===== src/rtl/uart_tx_fifo_if.sv =====
// Host-side bundle for the buffered UART transmitter: frame config,
// FIFO push port, status flags and the serial line.
interface uart_tx_fifo_if #(
    parameter int BAUD_DIV_WIDTH = 8,
    parameter int AW             = 4
);
    logic [BAUD_DIV_WIDTH-1:0] baud_div;
    logic [1:0]                data_type;
    logic [1:0]                stop_type;
    logic                      check_en;
    logic [1:0]                check_type;
    logic                      wr_en;
    logic [7:0]                wr_data;
    logic                      send_break;
    logic                      full;
    logic                      empty;
    logic [AW:0]               count;
    logic                      overflow;
    logic                      busy;
    logic                      done;
    logic                      tx;

    modport master (
        output baud_div, data_type, stop_type, check_en, check_type,
        output wr_en, wr_data, send_break,
        input  full, empty, count, overflow, busy, done, tx
    );

    modport slave (
        input  baud_div, data_type, stop_type, check_en, check_type,
        input  wr_en, wr_data, send_break,
        output full, empty, count, overflow, busy, done, tx
    );
endinterface


===== src/rtl/uart_tx_fifo.sv =====
// Buffered UART transmitter: byte FIFO feeding a frame serializer with
// configurable data length, parity, stop length and line break.
module uart_tx_fifo #(
    parameter int CLK_FREQ       = 100,
    parameter int BAUD_DIV_WIDTH = 8,
    parameter int FIFO_DEPTH     = 16,
    parameter int SAMPLE_COUNT   = 8
) (
    input logic           clk,
    input logic           rst_n,
    uart_tx_fifo_if.slave bus
);
    localparam int CLK_DIV = CLK_FREQ / 10;
    localparam int AW      = $clog2(FIFO_DEPTH);
    localparam int CW      = (CLK_DIV > 1) ? $clog2(CLK_DIV) : 1;
    localparam int SW      = $clog2(2 * SAMPLE_COUNT);

    localparam logic [CW-1:0] CLK_LAST   = CW'(CLK_DIV - 1);
    localparam logic [SW-1:0] BIT_LAST   = SW'(SAMPLE_COUNT - 1);
    localparam logic [SW-1:0] HALF3_LAST = SW'(3 * SAMPLE_COUNT / 2 - 1);
    localparam logic [SW-1:0] TWO_LAST   = SW'(2 * SAMPLE_COUNT - 1);

    typedef enum logic [2:0] {IDLE, START, DATA, PARITY, STOP, BREAK} state_t;

    // ---------------- FIFO ----------------
    logic [7:0]  mem [FIFO_DEPTH];
    logic [AW:0] wr_ptr, rd_ptr, wr_nxt, rd_nxt;
    logic [AW:0] cnt;
    logic        full, empty, overflow;
    logic        push, pop;
    logic [7:0]  rd_data;

    // A pop on the same edge frees a slot, so a push at full is still taken.
    assign push    = bus.wr_en && (!full || pop);
    assign wr_nxt  = wr_ptr + {{AW{1'b0}}, push};
    assign rd_nxt  = rd_ptr + {{AW{1'b0}}, pop};
    assign rd_data = mem[rd_ptr[AW-1:0]];

    // Storage array, written on accepted pushes.
    always_ff @(posedge clk) begin
        if (push) mem[wr_ptr[AW-1:0]] <= bus.wr_data;
    end

    // Pointers and registered occupancy flags.
    always_ff @(posedge clk or negedge rst_n) begin
        if (!rst_n) begin
            wr_ptr   <= '0;
            rd_ptr   <= '0;
            cnt      <= '0;
            full     <= 1'b0;
            empty    <= 1'b1;
            overflow <= 1'b0;
        end else begin
            wr_ptr   <= wr_nxt;
            rd_ptr   <= rd_nxt;
            cnt      <= wr_nxt - rd_nxt;
            full     <= (wr_nxt == {~rd_nxt[AW], rd_nxt[AW-1:0]});
            empty    <= (wr_nxt == rd_nxt);
            overflow <= bus.wr_en && full && !pop;
        end
    end

    // ---------------- serializer ----------------
    state_t                    state;
    logic                      tx, busy, done, brk_hold;
    logic [7:0]                sh;
    logic [2:0]                bit_cnt, nbits_last;
    logic                      par_en, par_bit;
    logic [SW-1:0]             stop_last;
    logic [BAUD_DIV_WIDTH-1:0] baud_lat;
    logic [CW-1:0]             clk_cnt;
    logic [BAUD_DIV_WIDTH-1:0] baud_cnt;
    logic [SW-1:0]             sub_cnt;

    logic          clk_tick, sub_tick, unit_end, shift;
    logic [SW-1:0] unit_last;
    logic [7:0]    act_data;
    logic          par_calc;
    logic [SW-1:0] stop_calc;

    assign clk_tick = (clk_cnt == CLK_LAST);
    assign sub_tick = clk_tick && (baud_cnt == baud_lat);

    // Length of the current timing unit in sub-ticks: one bit, or the whole stop/recovery period.
    always_comb begin
        unit_last = BIT_LAST;
        if (state == STOP)  unit_last = stop_last;
        if (state == BREAK) unit_last = TWO_LAST;
    end

    assign unit_end = sub_tick && (sub_cnt == unit_last) && (state != IDLE)
                      && !(state == BREAK && brk_hold);
    assign pop      = !empty && !bus.send_break
                      && ((state == IDLE) || (state == STOP && unit_end));
    assign shift    = unit_end && ((state == START)
                      || (state == DATA && bit_cnt != nbits_last));

    // Parity and stop length derived from the live config, captured at pop.
    always_comb begin
        act_data = bus.wr_data & 8'h00;
        act_data = rd_data & (8'hFF >> bus.data_type);
        par_calc = 1'b0;
        case (bus.check_type)
            2'b00:   par_calc = ~^act_data;
            2'b01:   par_calc = ^act_data;
            2'b10:   par_calc = 1'b1;
            default: par_calc = 1'b0;
        endcase
        stop_calc = TWO_LAST;
        if (bus.stop_type == 2'b00) stop_calc = BIT_LAST;
        if (bus.stop_type == 2'b01) stop_calc = HALF3_LAST;
    end

    // Frame context: latched at pop so mid-frame config changes have no effect.
    always_ff @(posedge clk or negedge rst_n) begin
        if (!rst_n) begin
            sh         <= '0;
            nbits_last <= '0;
            par_en     <= 1'b0;
            par_bit    <= 1'b0;
            stop_last  <= '0;
            baud_lat   <= '0;
        end else if (pop) begin
            sh         <= rd_data;
            nbits_last <= 3'd7 - {1'b0, bus.data_type};
            par_en     <= bus.check_en;
            par_bit    <= par_calc;
            stop_last  <= stop_calc;
            baud_lat   <= bus.baud_div;
        end else begin
            if (state == IDLE && bus.send_break) baud_lat <= bus.baud_div;
            if (shift) sh <= sh >> 1;
        end
    end

    // Clock/baud/sub-tick timers; held clear in IDLE and during a held break, restart per unit.
    always_ff @(posedge clk or negedge rst_n) begin
        if (!rst_n) begin
            clk_cnt  <= '0;
            baud_cnt <= '0;
            sub_cnt  <= '0;
        end else if (state == IDLE || unit_end || (state == BREAK && brk_hold)) begin
            clk_cnt  <= '0;
            baud_cnt <= '0;
            sub_cnt  <= '0;
        end else begin
            clk_cnt <= clk_tick ? '0 : clk_cnt + 1'b1;
            if (clk_tick) baud_cnt <= sub_tick ? '0 : baud_cnt + 1'b1;
            if (sub_tick) sub_cnt <= sub_cnt + 1'b1;
        end
    end

    // Frame sequencer with registered line, busy and done.
    always_ff @(posedge clk or negedge rst_n) begin
        if (!rst_n) begin
            state    <= IDLE;
            tx       <= 1'b1;
            busy     <= 1'b0;
            done     <= 1'b0;
            brk_hold <= 1'b0;
            bit_cnt  <= '0;
        end else begin
            done <= 1'b0;
            case (state)
                IDLE: begin
                    if (bus.send_break) begin
                        state    <= BREAK;
                        brk_hold <= 1'b1;
                        tx       <= 1'b0;
                        busy     <= 1'b1;
                    end else if (pop) begin
                        state <= START;
                        tx    <= 1'b0;
                        busy  <= 1'b1;
                    end
                end
                START: if (unit_end) begin
                    state   <= DATA;
                    tx      <= sh[0];
                    bit_cnt <= '0;
                end
                DATA: if (unit_end) begin
                    if (bit_cnt == nbits_last) begin
                        state <= par_en ? PARITY : STOP;
                        tx    <= par_en ? par_bit : 1'b1;
                    end else begin
                        bit_cnt <= bit_cnt + 1'b1;
                        tx      <= sh[0];
                    end
                end
                PARITY: if (unit_end) begin
                    state <= STOP;
                    tx    <= 1'b1;
                end
                STOP: if (unit_end) begin
                    done <= 1'b1;
                    if (bus.send_break) begin
                        state    <= BREAK;
                        brk_hold <= 1'b1;
                        tx       <= 1'b0;
                    end else if (pop) begin
                        state <= START;
                        tx    <= 1'b0;
                    end else begin
                        state <= IDLE;
                        busy  <= 1'b0;
                        tx    <= 1'b1;
                    end
                end
                BREAK: begin
                    if (brk_hold) begin
                        if (!bus.send_break) begin
                            brk_hold <= 1'b0;
                            tx       <= 1'b1;
                        end
                    end else if (unit_end) begin
                        state <= IDLE;
                        busy  <= 1'b0;
                    end
                end
                default: begin
                    state <= IDLE;
                    tx    <= 1'b1;
                    busy  <= 1'b0;
                end
            endcase
        end
    end

    assign bus.full     = full;
    assign bus.empty    = empty;
    assign bus.count    = cnt;
    assign bus.overflow = overflow;
    assign bus.busy     = busy;
    assign bus.done     = done;
    assign bus.tx       = tx;
endmodule


===== src/flat_wrapper.sv =====
// flat-port wrapper written by rule: the top's interface ports become plain ports
module uart_tx_fifo_flat 
#(
    parameter int CLK_FREQ       = 100,
    parameter int BAUD_DIV_WIDTH = 8,
    parameter int FIFO_DEPTH     = 16,
    parameter int SAMPLE_COUNT   = 8
)
  (clk, rst_n, bus_baud_div, bus_data_type, bus_stop_type, bus_check_en, bus_check_type, bus_wr_en, bus_wr_data, bus_send_break, bus_full, bus_empty, bus_count, bus_overflow, bus_busy, bus_done, bus_tx);
  uart_tx_fifo_if #(.BAUD_DIV_WIDTH(BAUD_DIV_WIDTH), .AW(4)) bus_i ();
  input logic clk;
  input logic rst_n;
  input wire logic [$bits(bus_i.baud_div)-1:0] bus_baud_div;
  input wire logic [$bits(bus_i.data_type)-1:0] bus_data_type;
  input wire logic [$bits(bus_i.stop_type)-1:0] bus_stop_type;
  input wire logic [$bits(bus_i.check_en)-1:0] bus_check_en;
  input wire logic [$bits(bus_i.check_type)-1:0] bus_check_type;
  input wire logic [$bits(bus_i.wr_en)-1:0] bus_wr_en;
  input wire logic [$bits(bus_i.wr_data)-1:0] bus_wr_data;
  input wire logic [$bits(bus_i.send_break)-1:0] bus_send_break;
  output wire logic [$bits(bus_i.full)-1:0] bus_full;
  output wire logic [$bits(bus_i.empty)-1:0] bus_empty;
  output wire logic [$bits(bus_i.count)-1:0] bus_count;
  output wire logic [$bits(bus_i.overflow)-1:0] bus_overflow;
  output wire logic [$bits(bus_i.busy)-1:0] bus_busy;
  output wire logic [$bits(bus_i.done)-1:0] bus_done;
  output wire logic [$bits(bus_i.tx)-1:0] bus_tx;
  assign bus_i.baud_div = bus_baud_div;
  assign bus_i.data_type = bus_data_type;
  assign bus_i.stop_type = bus_stop_type;
  assign bus_i.check_en = bus_check_en;
  assign bus_i.check_type = bus_check_type;
  assign bus_i.wr_en = bus_wr_en;
  assign bus_i.wr_data = bus_wr_data;
  assign bus_i.send_break = bus_send_break;
  assign bus_full = bus_i.full;
  assign bus_empty = bus_i.empty;
  assign bus_count = bus_i.count;
  assign bus_overflow = bus_i.overflow;
  assign bus_busy = bus_i.busy;
  assign bus_done = bus_i.done;
  assign bus_tx = bus_i.tx;
  uart_tx_fifo #(.CLK_FREQ(CLK_FREQ), .BAUD_DIV_WIDTH(BAUD_DIV_WIDTH), .FIFO_DEPTH(FIFO_DEPTH), .SAMPLE_COUNT(SAMPLE_COUNT)) u_core (.clk(clk), .rst_n(rst_n), .bus(bus_i));
endmodule

===== config.mk =====
export PLATFORM = sky130hd
export DESIGN_NAME = uart_tx_fifo_flat
export DESIGN_NICKNAME = d
export VERILOG_FILES = /design/src/rtl/uart_tx_fifo_if.sv /design/src/rtl/uart_tx_fifo.sv /design/src/flat_wrapper.sv
export SDC_FILE = /design/constraint.sdc
export NUM_CORES = 1
export LEC_CHECK = 0
export BUFFER_PORTS_ARGS = -buffer_cell sky130_fd_sc_hd__buf_2
export CORE_AREA = 2 2 100 150
export CTS_CLUSTER_SIZE = 25
export DETAILED_ROUTE_END_ITERATION = 16
export DIE_AREA = 0 0 102 152
export PLACE_DENSITY_LB_ADDON = 0.1
export SLEW_MARGIN = 20
export SYNTH_ARGS = -nofsm -noshare
export SYNTH_HDL_FRONTEND = slang
export SYNTH_SLANG_ARGS = --single-unit

===== constraint.sdc =====
create_clock -name clk -period 4.25 [get_ports clk]
set_input_delay 1.0625 -clock clk [delete_from_list [all_inputs] [get_ports clk]]
set_output_delay 1.0625 -clock clk [all_outputs]
set_load 0.05 [all_outputs]

After elaboration in Yosys (flattened, before gate mapping):

Memory sizes are Yosys's and may differ from the RTL's.
Cells that the tools add are included.
W data, S select, Z words.

* add/sub/neg operators: 8
* equality and inequality tests: 28
* shift-type cells: 1
* mux-type cells: 62
* bitwise gates (word level): 3
* reductions and logical operators: 42

Operators with widths (number)
* $mux W8: 7
* $mux W3: 13
* $mux W4: 8
* $mux W1: 28
* $pmux W3 S6: 1
* $logic_and A1 B1 Y1: 14
* $reduce_and A7 Y1: 2
* $ne A2 B1 Y1 const B: 6
* $ne A2 B2 Y1 const B: 6
* $add A5 B1 Y5: 2
* $eq A5 B5 Y1: 2
* $reduce_bool A2 Y1: 5
* $add A4 B1 Y4 const B: 2
* $add A8 B1 Y8 const B: 1
* $and A8 B8 Y8: 1
* $eq A8 B8 Y1: 1
* $reduce_and A8 Y1: 1
* $reduce_xnor A8 Y1: 1
* $reduce_xor A8 Y1: 1
* $shr A8 B2 Y8 const A: 1
* $eq A3 B2 Y1 const B: 2
* $eq A3 B3 Y1 const B: 2
* $pmux W1 S3: 2
* $pmux W1 S6: 1
* other kinds (22): 34

* register bits: 69
* memory bits (writable): 128
* input bits: 27
* output and inout port bits: 11
* logic and storage cells: 166
* memories kept: 1

Memories
* u_core.mem: words 16, bits a word 8, read ports 1, clocked after memory_dff 0, write ports 1, line uart_tx_fifo.sv:26 `logic [7:0] mem [FIFO_DEPTH];`

Longest topological paths before layout:

Gate-level depths: netlist (run 1).

* word-level depth: 14
* depth in mapped cells: 19
* depth with buffers taken out: 17

Worst setup path before layout (run 1):

No wires, ideal clock.

* path kind: register -> register
* start: reg u_core.clk_cnt[0]
* end: reg u_core.cnt[4] (netlist: u_core.bus.count[4])
* setup time: 0.130 ns
* data arrival time: 3.502 ns
* required time: 4.120 ns
* path slack: 0.618 ns
* cell stages (with the launch flop): 19
* path buffers: 2
* clock period less this slack: 3.632 ns
* cell sequence: dfrtp_1 ha_1 nand3b_1 nor3_1 and4_1 clkbuf_1 and4_1 clkbuf_1 o21ai_2 nand2_1 and2_1 ha_1 ha_1 inv_1 fa_1 inv_1 a21o_1 a21oi_1 xnor2_1

* longest elaborated chain between the ends: 12
* elaborated cells between the ends (all ways): 13
* those cells by class: add/sub: 3; eq/ne: 1; reduce/logical: 9

RTL lines
* start: declaration: line uart_tx_fifo.sv:71 `logic [CW-1:0] clk_cnt;`
* start signal: assignment: line uart_tx_fifo.sv:147 `clk_cnt <= clk_tick ? '0 : clk_cnt + 1'b1;`
* $eq A4 B4 Y1: line uart_tx_fifo.sv:81 `assign clk_tick = (clk_cnt == CLK_LAST);`
* $logic_and A1 B1 Y1: line uart_tx_fifo.sv:82 `assign sub_tick = clk_tick && (baud_cnt == baud_lat);`
* $logic_and A1 B1 Y1 (2 in a row): line uart_tx_fifo.sv:91 `assign unit_end = sub_tick && (sub_cnt == unit_last) && (state != IDLE)`
* $logic_and A1 B1 Y1: line uart_tx_fifo.sv:92 `&& !(state == BREAK && brk_hold);`
* $logic_and A1 B1 Y1: line uart_tx_fifo.sv:94 `&& ((state == IDLE) || (state == STOP && unit_end));`
* $logic_or A1 B1 Y1: line uart_tx_fifo.sv:94
* $logic_and A1 B1 Y1: line uart_tx_fifo.sv:94
* $logic_or A1 B1 Y1: line uart_tx_fifo.sv:34 `assign push = bus.wr_en && (!full || pop);`
* $logic_and A1 B1 Y1: line uart_tx_fifo.sv:34
* $add A5 B1 Y5: line uart_tx_fifo.sv:35 `assign wr_nxt = wr_ptr + {{AW{1'b0}}, push};`
* named net u_core.wr_nxt[1]: line uart_tx_fifo.sv:27 `logic [AW:0] wr_ptr, rd_ptr, wr_nxt, rd_nxt;`
* $sub A5 B5 Y5: line uart_tx_fifo.sv:56 `cnt <= wr_nxt - rd_nxt;`
* end signal: assignment: line uart_tx_fifo.sv:56
* end: declaration: line uart_tx_fifo.sv:28 `logic [AW:0] cnt;`

The timed path passes the listed nets, and every way through them passes these cells.
A chain may end at the register's enable or synchronous reset.

Worst setup path after layout (run 1):

* start: reg u_core.state[2]
* end: reg u_core.cnt[4] (netlist: u_core.bus.count[4])

* longest elaborated chain between the ends: 14
* elaborated cells between the ends (all ways): 20
* those cells by class: add/sub: 3; eq/ne: 3; mux: 2; reduce/logical: 12

RTL lines
* start: declaration: line uart_tx_fifo.sv:64 `state_t state;`
* start signal: assignment: line uart_tx_fifo.sv:184 `state <= par_en ? PARITY : STOP;`
* $eq A3 B3 Y1: line uart_tx_fifo.sv:87, uart_tx_fifo.sv:94
* $mux W4: line uart_tx_fifo.sv:87 `if (state == STOP) unit_last = stop_last;`
* $mux W4: line uart_tx_fifo.sv:88 `if (state == BREAK) unit_last = TWO_LAST;`
* $eq A4 B4 Y1: line uart_tx_fifo.sv:91
* $logic_and A1 B1 Y1 (2 in a row): line uart_tx_fifo.sv:91
* $logic_and A1 B1 Y1: line uart_tx_fifo.sv:92
* $logic_and A1 B1 Y1: line uart_tx_fifo.sv:94
* $logic_or A1 B1 Y1 *: line uart_tx_fifo.sv:94
* $logic_and A1 B1 Y1 *: line uart_tx_fifo.sv:94
* $logic_or A1 B1 Y1: line uart_tx_fifo.sv:34
* $logic_and A1 B1 Y1: line uart_tx_fifo.sv:34
* $add A5 B1 Y5: line uart_tx_fifo.sv:35
* $sub A5 B5 Y5 *: line uart_tx_fifo.sv:56

Every way passes the cells marked *; elsewhere a longest branch is shown, timed or not.

==> impl_metrics.toml, run 1 <==
[status]
status = "finished clean"

[place]
place_area_um2 = 8950
dp_hpwl_mm = 11.6
port_buffers = 37
place_congestion = 0.949

[synth]
postSynth.asyncResetShare = 0.344
syn_inst = 555
yosysSeqAreaShare = 0.658
syn-mean-instance-area_um2 = 15.1
synth_enable_flop_cells = 128
synth_area_leaders = "edfxtp_1, dfrtp_1, mux4_2"
synth_warnings = 0
netlist_area_um2 = 8400
synth.ff_latch_count = 195
synth.distinct_cells = 61
synth_ff_type = "edfxtp_1"
synth_top_cell_area_share = 0.458
syn-num-nets = 596
synth_top_cell_by_area = "edfxtp_1"

[timing]
fmax_ghz = 0.263
hold_viol = 0
rsz0062_at_grt = "false"
tightestPinTransition_ns = 0.856
slew_headroom = 0.427
tns_ns = 0
setup_viol = 0
fin_crit_ns = 3.80
slew_viol_final = 0
period_share = 0.894
fin_skew_ns = 0.0116

[drt]
first_pass_iters = 5
wl_per_cell_um = 19.8
dr_total_vias = 4817
drc = 0
first_iter_violations = 250
wl_mm = 16.4
viasPerCell = 5.82
postRouteAntennaNets = 0

[cells_and_area]
area_growth_pct = 13.9
multiInputGateArea_um2 = 2700
drive_above_1_share = 0.244
insertedDiodeCount = 0
seq_area_um2 = 5520
layout.nets = 660
fillers = 1050
stdcell_area_um2 = 9560

[critical_path]
slowest_delay_ns = 0.62
crit_path_start_kind = "flop"
endpoint_kind = "flop"
arrival_ns = 4.15
worstPathMaxFanout = 16
cp.required_ns = 4.60
slowest_stage = "dfrtp_1"
cp_cell_sequence = "or3b_2 > o21ai_0 > o21a_1 > and4_1 > o21ai_2 > nand2_1 > and2_1 > ha_1 > ha_1 > xor2_1 > ha_1 > a21o_1 > a21oi_1 > xnor2_1"
critical_path_class = "flop to flop"
cp_common_cell = "ha_1"

[clock_network]
cts_resized = 0
cts_buffers = 17
cts_htree_levels = 4
cts_tree = "done"
clk_latency_ns = 0.43
cts.sinks = 195
clock_path_buffers = 2
hold_buffers = 0
clk_pin_slew_ns = 0.07
cts_setup_buffers = 0
clockRootBuffer = "clkbuf_16"

[power]
leakagePower_nw = 3.71
ir_drop_uv = 306
p_per_area_nw_per_um2 = 479

[floorplan]
dieWidth_um = 102
die-area_um2 = 15500
chipHeight_um = 152
ios = 38
rows = 54
design.core.area_um2 = 14300
start_util = 0.586

[grt]
antenna_found_initial = 0
grt_pass1_vias = 5049
overflow = 0
gr-usage-all-layers = 0.230
grt_pass1_wl_mm = 26.5
grt_max_degree = 38

[job]
maxCapViolations = 0

[worst_hold_path]
hold_class = "flop to flop"
-- cells in the mapped netlist (all sizes together), types with 12 or more instances --
library cell / instances
edfxtp: 128
dfrtp: 65
nor2: 52
mux4: 35
nand2: 30
xor2: 27
inv: 21
o21ai: 20
a21oi: 16
clkbuf: 13
ha: 13
mux2: 12
-- stage by stage --
step | util | power [W] | setup slack (ns) | instances | hold slack [ns]
4_1_cts | 0.667 | 0.00462 | 0.454 | 828 | 0.482
2_1_floorplan | - | 0.00275 | 0.618 | 555 | 0.449
3_5_place_dp | 0.625 | 0.00298 | 0.467 | 796 | 0.465
5_1_grt | 0.667 | 0.00476 | 0.216 | 828 | 0.510
3_3_place_gp | 0.625 | 0.00295 | 0.634 | 796 | 0.464
6_report | 0.667 | 0.00458 | 0.449 | 828 | 0.479
-- report_power, final --
group | switching (W) | leakage [nW] | internal, W
Combinational | 0.000417 | 1.39 | 0.000224
Clock | 0.000743 | 0.296 | 0.000898
Sequential | 0.0000833 | 2.02 | 0.00221
-- registers in the layout, indices dropped and copies added (netlist names) --
register and flops:
u_core.bus.busy 1, u_core.bus.overflow 1, u_core.bus.done 1, u_core.rd_ptr 5, u_core.par_bit 1, u_core.par_en 1, u_core.bus.full 1, u_core.baud_lat 8
u_core.bit_cnt 3, u_core.bus.empty 1, u_core.sh 8, u_core.sub_cnt 4, u_core.bus.count 5, u_core.baud_cnt 8, u_core.mem 128, u_core.wr_ptr 5
u_core.brk_hold 1, u_core.nbits_last 2, u_core.bus.tx 1, u_core.state 3, u_core.stop_last 3, u_core.clk_cnt 4
-- worst max-delay path, delay by kind of cell (launching register included) --
kind	cells	cell delay, ns
and+or+nand+nor	4	1.21
AOI/OAI and AO/OA	5	0.91
adders and majority gates	3	0.68
DFF	1	0.62
xor gates and xnor gates	2	0.31
-- kinds of logic (layout without fill, tap and decap cells) --
logic type	Yosys count	after routing	share of synthesized area
XOR/XNOR	39	39	0.0423
AND/OR/NAND/NOR	142	142	0.0834
flip-flops	195	195	0.658
multiplexers	53	53	0.118
buffers and inverters	42	119	0.0215
AO/OA/AOI/OAI	70	70	0.0548
adder cells (fa/ha/maj)	14	14	0.0218
-- cells in the final DEF (no fill, tap or decap), drive strengths merged, types with 5 or more instances in the layout --
| cell type | n |
|---|---|
| clkbuf | 17 |
| nor2 | 52 |
| buf | 65 |
| inv | 30 |
| mux4 | 35 |
| a22o | 5 |
| a31oi | 7 |
| nand4 | 11 |
| ha | 13 |
| xnor2 | 11 |
| nand2b | 5 |
| o21ai | 20 |
| nor3 | 10 |
| mux2 | 12 |
| a21oi | 16 |
| nand2 | 30 |
| mux2i | 6 |
| nand3 | 7 |
| dfrtp | 65 |
| xor2 | 27 |
| edfxtp | 128 |
-- per-layer routing --
metal,vias up,part of all wire,GRT usage
met1,2426,0.36,0.257
met5,-,0,0
met3,28,0.035,0.0446
li1,2223,-,-
met2,140,0.58,0.423
met4,0,0.023,0.0876
-- final cells by class --
class	instances	area share
multi-input combinational	318	0.282
clock buffer	17	0.0445
clock inverter	15	0.0198
timing repair buffer	65	0.0414
sequential	195	0.578
inverter	22	0.00864
tap	196	0.0257
-- worst paths after layout --
path / startpoint / endpoint / slack [ns] / cells after the start
max: u_core.state[2]$_DFFE_PN0P_ / u_core.bus.count[4]$_DFF_PN0_ / 0.45 / 14
min: u_core.par_bit$_DFFE_PN0N_ / u_core.par_bit$_DFFE_PN0N_ / 0.48 / 2
max reg2reg: u_core.state[2]$_DFFE_PN0P_ / u_core.bus.count[4]$_DFF_PN0_ / 0.45 / 14
min reg2reg: u_core.par_bit$_DFFE_PN0N_ / u_core.par_bit$_DFFE_PN0N_ / 0.48 / 2
max in group asynchronous: rst_n / u_core.bus.tx$_DFFE_PN1P_ / 2.71 / 2
min in group asynchronous: rst_n / u_core.baud_cnt[7]$_DFFE_PN0P_ / 0.72 / 1
Note: power is estimated with default switching activity, not from simulation.
==> run 2, diff against run 1 <==
CTS_BUF_LIST = sky130_fd_sc_hd__clkbuf_4 sky130_fd_sc_hd__clkbuf_8   (was not set)
GPL_TIMING_DRIVEN = 0   (was not set)
==> run 2 against run 1 <==
Sequential power is essentially flat. Register-to-register slack worse by 0.09 ns. Clock-buffer cell count did not move. Die area did not move. Utilization fell by 2.3 points. Critical path depth increased by 2. First-iteration DRC count down 53%. Largest power group unchanged. Highest routed layer unchanged.
==> impl_metrics.toml, run 2 (synthesized netlist as in run 1, its figures left out) <==
[power]
leakagePower_nw = 3.52
p_per_area_nw_per_um2 = 434
ir_drop_uv = 380

[critical_path]
endpoint_kind = "flop"
worstPathMaxFanout = 8
crit_path_start_kind = "flop"
slowest_stage = "fa_1"
cp.required_ns = 4.59
cp_cell_sequence = "ha_1 > nand3b_1 > nor3_1 > and4_2 > and4_1 > o21ai_4 > nand2_1 > and2_1 > ha_1 > ha_1 > inv_1 > fa_1 > inv_1 > a21o_1 > a21oi_1 > xnor2_1"
arrival_ns = 4.23
slowest_delay_ns = 0.46
cp_common_cell = "ha_1"
critical_path_class = "flop to flop"

[timing]
hold_viol = 0
setup_viol = 0
setup_ws_ns = 0.361
slew_viol_final = 0
period_share = 0.915
rsz0062_at_grt = "false"
slew_headroom = 0.362
tightestPinTransition_ns = 0.954
fmax_ghz = 0.257
fin_crit_ns = 3.89
tns_ns = 0
fin_skew_ns = 0.0128

[clock_network]
cts_buffers = 17
clk_pin_slew_ns = 0.09
clock_path_buffers = 2
cts_htree_levels = 4
cts.sinks = 195
clockRootBuffer = "clkbuf_8"
clk_latency_ns = 0.46
cts_tree = "done"

[place]
port_buffers = 37
pre_cts_slack_ns = -0.344
place_congestion = 0.881
dp_hpwl_mm = 11.6

[grt]
grt_pass1_wl_mm = 25.2
grt_max_degree = 38
grt_pass1_vias = 4975
antenna_found_initial = 0
overflow = 0
gr-usage-all-layers = 0.221

[cells_and_area]
insertedDiodeCount = 0
area_growth_pct = 9.95
drive_above_1_share = 0.215
final_common_cell = "edfxtp_1"
largest_reg_flops = 128
mostFrequentLayoutCells = "edfxtp_1, dfrtp_1, nor2_1"
layout.nets = 652

[worst_hold_path]
hold_class = "flop to flop"

[floorplan]
dieWidth_um = 102
rows = 54
start_util = 0.586
chipHeight_um = 152
die-area_um2 = 15500
ios = 38
design.core.area_um2 = 14300

[drt]
wl_mm = 15.9
wl_per_cell_um = 19.4
drc = 0
viasPerCell = 5.69
first_iter_violations = 118
first_pass_iters = 4
dr_total_vias = 4657
postRouteAntennaNets = 0

[status]
status = "finished clean"

[job]
maxCapViolations = 0
run 2: cell types whose count changed in the layout (fill, tap and decap cells not counted), moves of 11 or more:
cell | before | now
buf_4 | 28 | 3
clkbuf_1 | 0 | 11
clkbuf_16 | 17 | 0
clkbuf_8 | 0 | 17
run 2: cell type report:
| cell class | instances | area (µm²) |
|---|---|---|
| Sequential cell | 195 | 5520 |
| Clock buffer | 17 | 234 |
| Clock inverter | 13 | 111 |
| Fill cell | 1090 | 5090 |
| Inverter | 22 | 83.8 |
| Timing Repair Buffer | 39 | 215 |
| Tap cell | 196 | 245 |
| Buffer | 18 | 90.1 |
| Multi-Input combinational cell | 318 | 2730 |
run 2: worst paths after layout:
kind	startpoint	end	slack (ns)	cells after the start
worst max register to register	u_core.clk_cnt[0]$_DFF_PN0_	u_core.bus.count[4]$_DFF_PN0_	0.36	16
min in group asynchronous	rst_n	u_core.baud_lat[5]$_DFFE_PN0P_	0.51	1
worst max-delay path	u_core.clk_cnt[0]$_DFF_PN0_	u_core.bus.count[4]$_DFF_PN0_	0.36	16
max in group asynchronous	rst_n	u_core.bus.tx$_DFFE_PN1P_	3.13	2
worst min-delay path	u_core.par_bit$_DFFE_PN0N_	u_core.par_bit$_DFFE_PN0N_	0.48	2
worst min register to register	u_core.par_bit$_DFFE_PN0N_	u_core.par_bit$_DFFE_PN0N_	0.48	2
run 2: critical path, delay by kind of cell, from the launching register on:
kind	cells	cell delay, ns
flip-flops	1	0.43
AO/OA/AOI/OAI	3	0.52
XOR/XNOR	1	0.14
adder cells (fa/ha/maj)	4	1.21
AND/OR/NAND/NOR	6	1.31
buffers and inverters	2	0.16
run 2: per-stage QoR:
step            util  total power, W  std cells  hold WS [ns]  instance area (µm²)
2_1_floorplan      -         0.00275        555         0.449                 8400
3_3_place_gp   0.616         0.00292        788         0.468                 8830
3_5_place_dp   0.619         0.00297        789         0.467                 8870
4_1_cts        0.644         0.00403        819         0.489                 9220
5_1_grt        0.645         0.00417        818         0.511                 9230
6_report       0.645         0.00400        818         0.482                 9230
run 2: repair_timing:
item | CTS | global route
setup buffers | 0 | 1
pin swaps | 0 | 1
gates resized for setup | 2 | 2
hold buffers | 0 | 0
endpoints found under the setup margin | 4 | 3
run 2: power breakdown:
group / switching, W / internal, W
Clock: 0.000631 / 0.000458
Combinational: 0.000446 / 0.000206
Sequential: 0.0000526 / 0.00221
run 2: per-layer routing:
layer  global-route usage  vias up  part of all wire
met5                    0        -                 0
met4               0.0711        0             0.018
met3               0.0497       19             0.030
met2                0.407       85              0.58
met1                0.247     2354              0.38
li1                     -     2199                 -
==> run 3, diff against run 2 <==
clock period = 5 ns   (was 4.25 ns; I/O delays follow)
==> run 3 against run 2 <==
Clock skew about the same. Sequential power down 15%. First-iteration DRC count up 36%. Fmax down 14%. Non-clock buffer count up 1. Combinational power down 15%. Via count down 0.34%. Cell count up 0.12%. Clock-buffer cell count unchanged. Largest cell class unchanged.
==> impl_metrics.toml, run 3 (synthesized netlist as in run 1, its figures left out) <==
[status]
status = "finished clean"

[power]
ir_drop_uv = 324
leakagePower_nw = 3.51
p_total_w = 0.00340
combPwrFrac = 0.163
pwr-share-seq = 0.565
p_clk_frac = 0.272
p_int_w = 0.00244
p_per_area_nw_per_um2 = 369
p_sw_w = 0.000960
swShare = 0.282

[drt]
wl_per_cell_um = 19.2
first_pass_iters = 4
wl_mm = 15.7
first_iter_violations = 160
viasPerCell = 5.67
dr_total_vias = 4641
drc = 0
postRouteAntennaNets = 0

[place]
pre_cts_slack_ns = 0.406
dp_hpwl_mm = 11.6
place_area_um2 = 8870
place_congestion = 0.881
port_buffers = 37

[clock_network]
clk_latency_ns = 0.47
clk_pin_slew_ns = 0.09
clockRootBuffer = "clkbuf_8"
cts_buffers = 17
cts_tree = "done"
cts_resized = 0
cts.sinks = 195
cts_setup_buffers = 0
clock_path_buffers = 2
hold_buffers = 0
cts_htree_levels = 4

[critical_path]
cp_common_cell = "ha_1"
cp_cell_sequence = "ha_1 > nand3b_1 > nor3_1 > and4_1 > clkbuf_1 > and4_1 > clkbuf_1 > o21ai_2 > clkinv_1 > ha_1 > ha_1 > xnor2_1 > ha_1 > nand2_1 > nor2_1 > a211oi_1 > xnor2_1"
critical_path_class = "flop to flop"
slowest_stage = "o21ai_2"
cp.required_ns = 5.39
path_delay_family = "adder cells"
crit_path_start_kind = "flop"
rrSetupSlack_ns = 0.48
slowest_delay_ns = 0.48
path_buf_inv = 3
arrival_ns = 4.91
endpoint_kind = "flop"
worstPathMaxFanout = 9

[cells_and_area]
area_growth_pct = 9.75
insertedDiodeCount = 0
largest_reg_flops = 128
final_common_cell = "edfxtp_1"
mostFrequentLayoutCells = "edfxtp_1, dfrtp_1, nor2_1"
layout.nets = 653
stdcell_area_um2 = 9220
drive_above_1_share = 0.209

[timing]
fin_skew_ns = 0.0125
setup_viol = 0
setup_ws_ns = 0.479
fmax_ghz = 0.221
slew_viol_final = 0
holdWs_ns = 0.482
hold_viol = 0
fin_crit_ns = 4.52
tns_ns = 0
rsz0062_at_grt = "false"
period_share = 0.904
tightestPinTransition_ns = 0.950
slew_headroom = 0.364

[floorplan]
rows = 54
dieWidth_um = 102
design.core.area_um2 = 14300
start_util = 0.586
chipHeight_um = 152
ios = 38
die-area_um2 = 15500

[grt]
overflow = 0
grt_pass1_vias = 4975
grt_max_degree = 38
antenna_found_initial = 0
gr-usage-all-layers = 0.221
grt_pass1_wl_mm = 25.2

[job]
maxCapViolations = 0

[worst_hold_path]
hold_class = "flop to flop"
-- run 3: metrics by stage --
stage / instances / util
after floorplan: 555 / -
after global placement: 788 / 0.616
after detailed placement: 789 / 0.619
after CTS: 819 / 0.643
after global routing: 819 / 0.643
final: 819 / 0.643
-- run 3: final timing paths --
check                      cells past startpoint                        endpoint                         from
min in group asynchronous                      1  u_core.baud_lat[5]$_DFFE_PN0P_                        rst_n
max in group asynchronous                      2       u_core.bus.tx$_DFFE_PN1P_                        rst_n
min                                            2      u_core.par_bit$_DFFE_PN0N_   u_core.par_bit$_DFFE_PN0N_
max reg2reg                                   17   u_core.bus.count[3]$_DFF_PN0_  u_core.clk_cnt[0]$_DFF_PN0_
max                                           17   u_core.bus.count[3]$_DFF_PN0_  u_core.clk_cnt[0]$_DFF_PN0_
min reg2reg                                    2      u_core.par_bit$_DFFE_PN0N_   u_core.par_bit$_DFFE_PN0N_
-- run 3: layout make-up --
type | count | area, µm²
clock buffers | 17 | 234
repair buffers | 38 | 208
multi-input cells | 318 | 2710
inverters | 22 | 82.6
fillers | 1088 | 5110
flip-flops and latches | 195 | 5520
clock inverters | 13 | 111
plain buffers | 20 | 97.6
well taps | 196 | 245
-- run 3: worst min-delay path: cells and delay by family, from the launching register on --
kind | cells | cell delay, ns
AO/OA/AOI/OAI | 1 | 0.05
flip-flops | 1 | 0.35
AND/OR/NAND/NOR | 1 | 0.06
-- run 3: layer usage --
metal	part of all wire	GRT usage	wire length [µm]	up-vias
li1	-	-	-	2204
met3	0.026	0.0497	406	20
met4	0.019	0.0711	304	0
met2	0.58	0.407	9100	70
met1	0.38	0.246	5930	2347
met5	0	0	0	-
-- run 3: power groups by stage --
stage	sequential [W]	clock, W	combinational, W
finish	0.00192	0.000925	0.000554
CTS	0.00193	0.000941	0.000562
floorplan	0.00204	0	0.000298
global route	0.00194	0.00100	0.000605
global placement	0.00195	0	0.000531
detailed placement	0.00196	0	0.000561
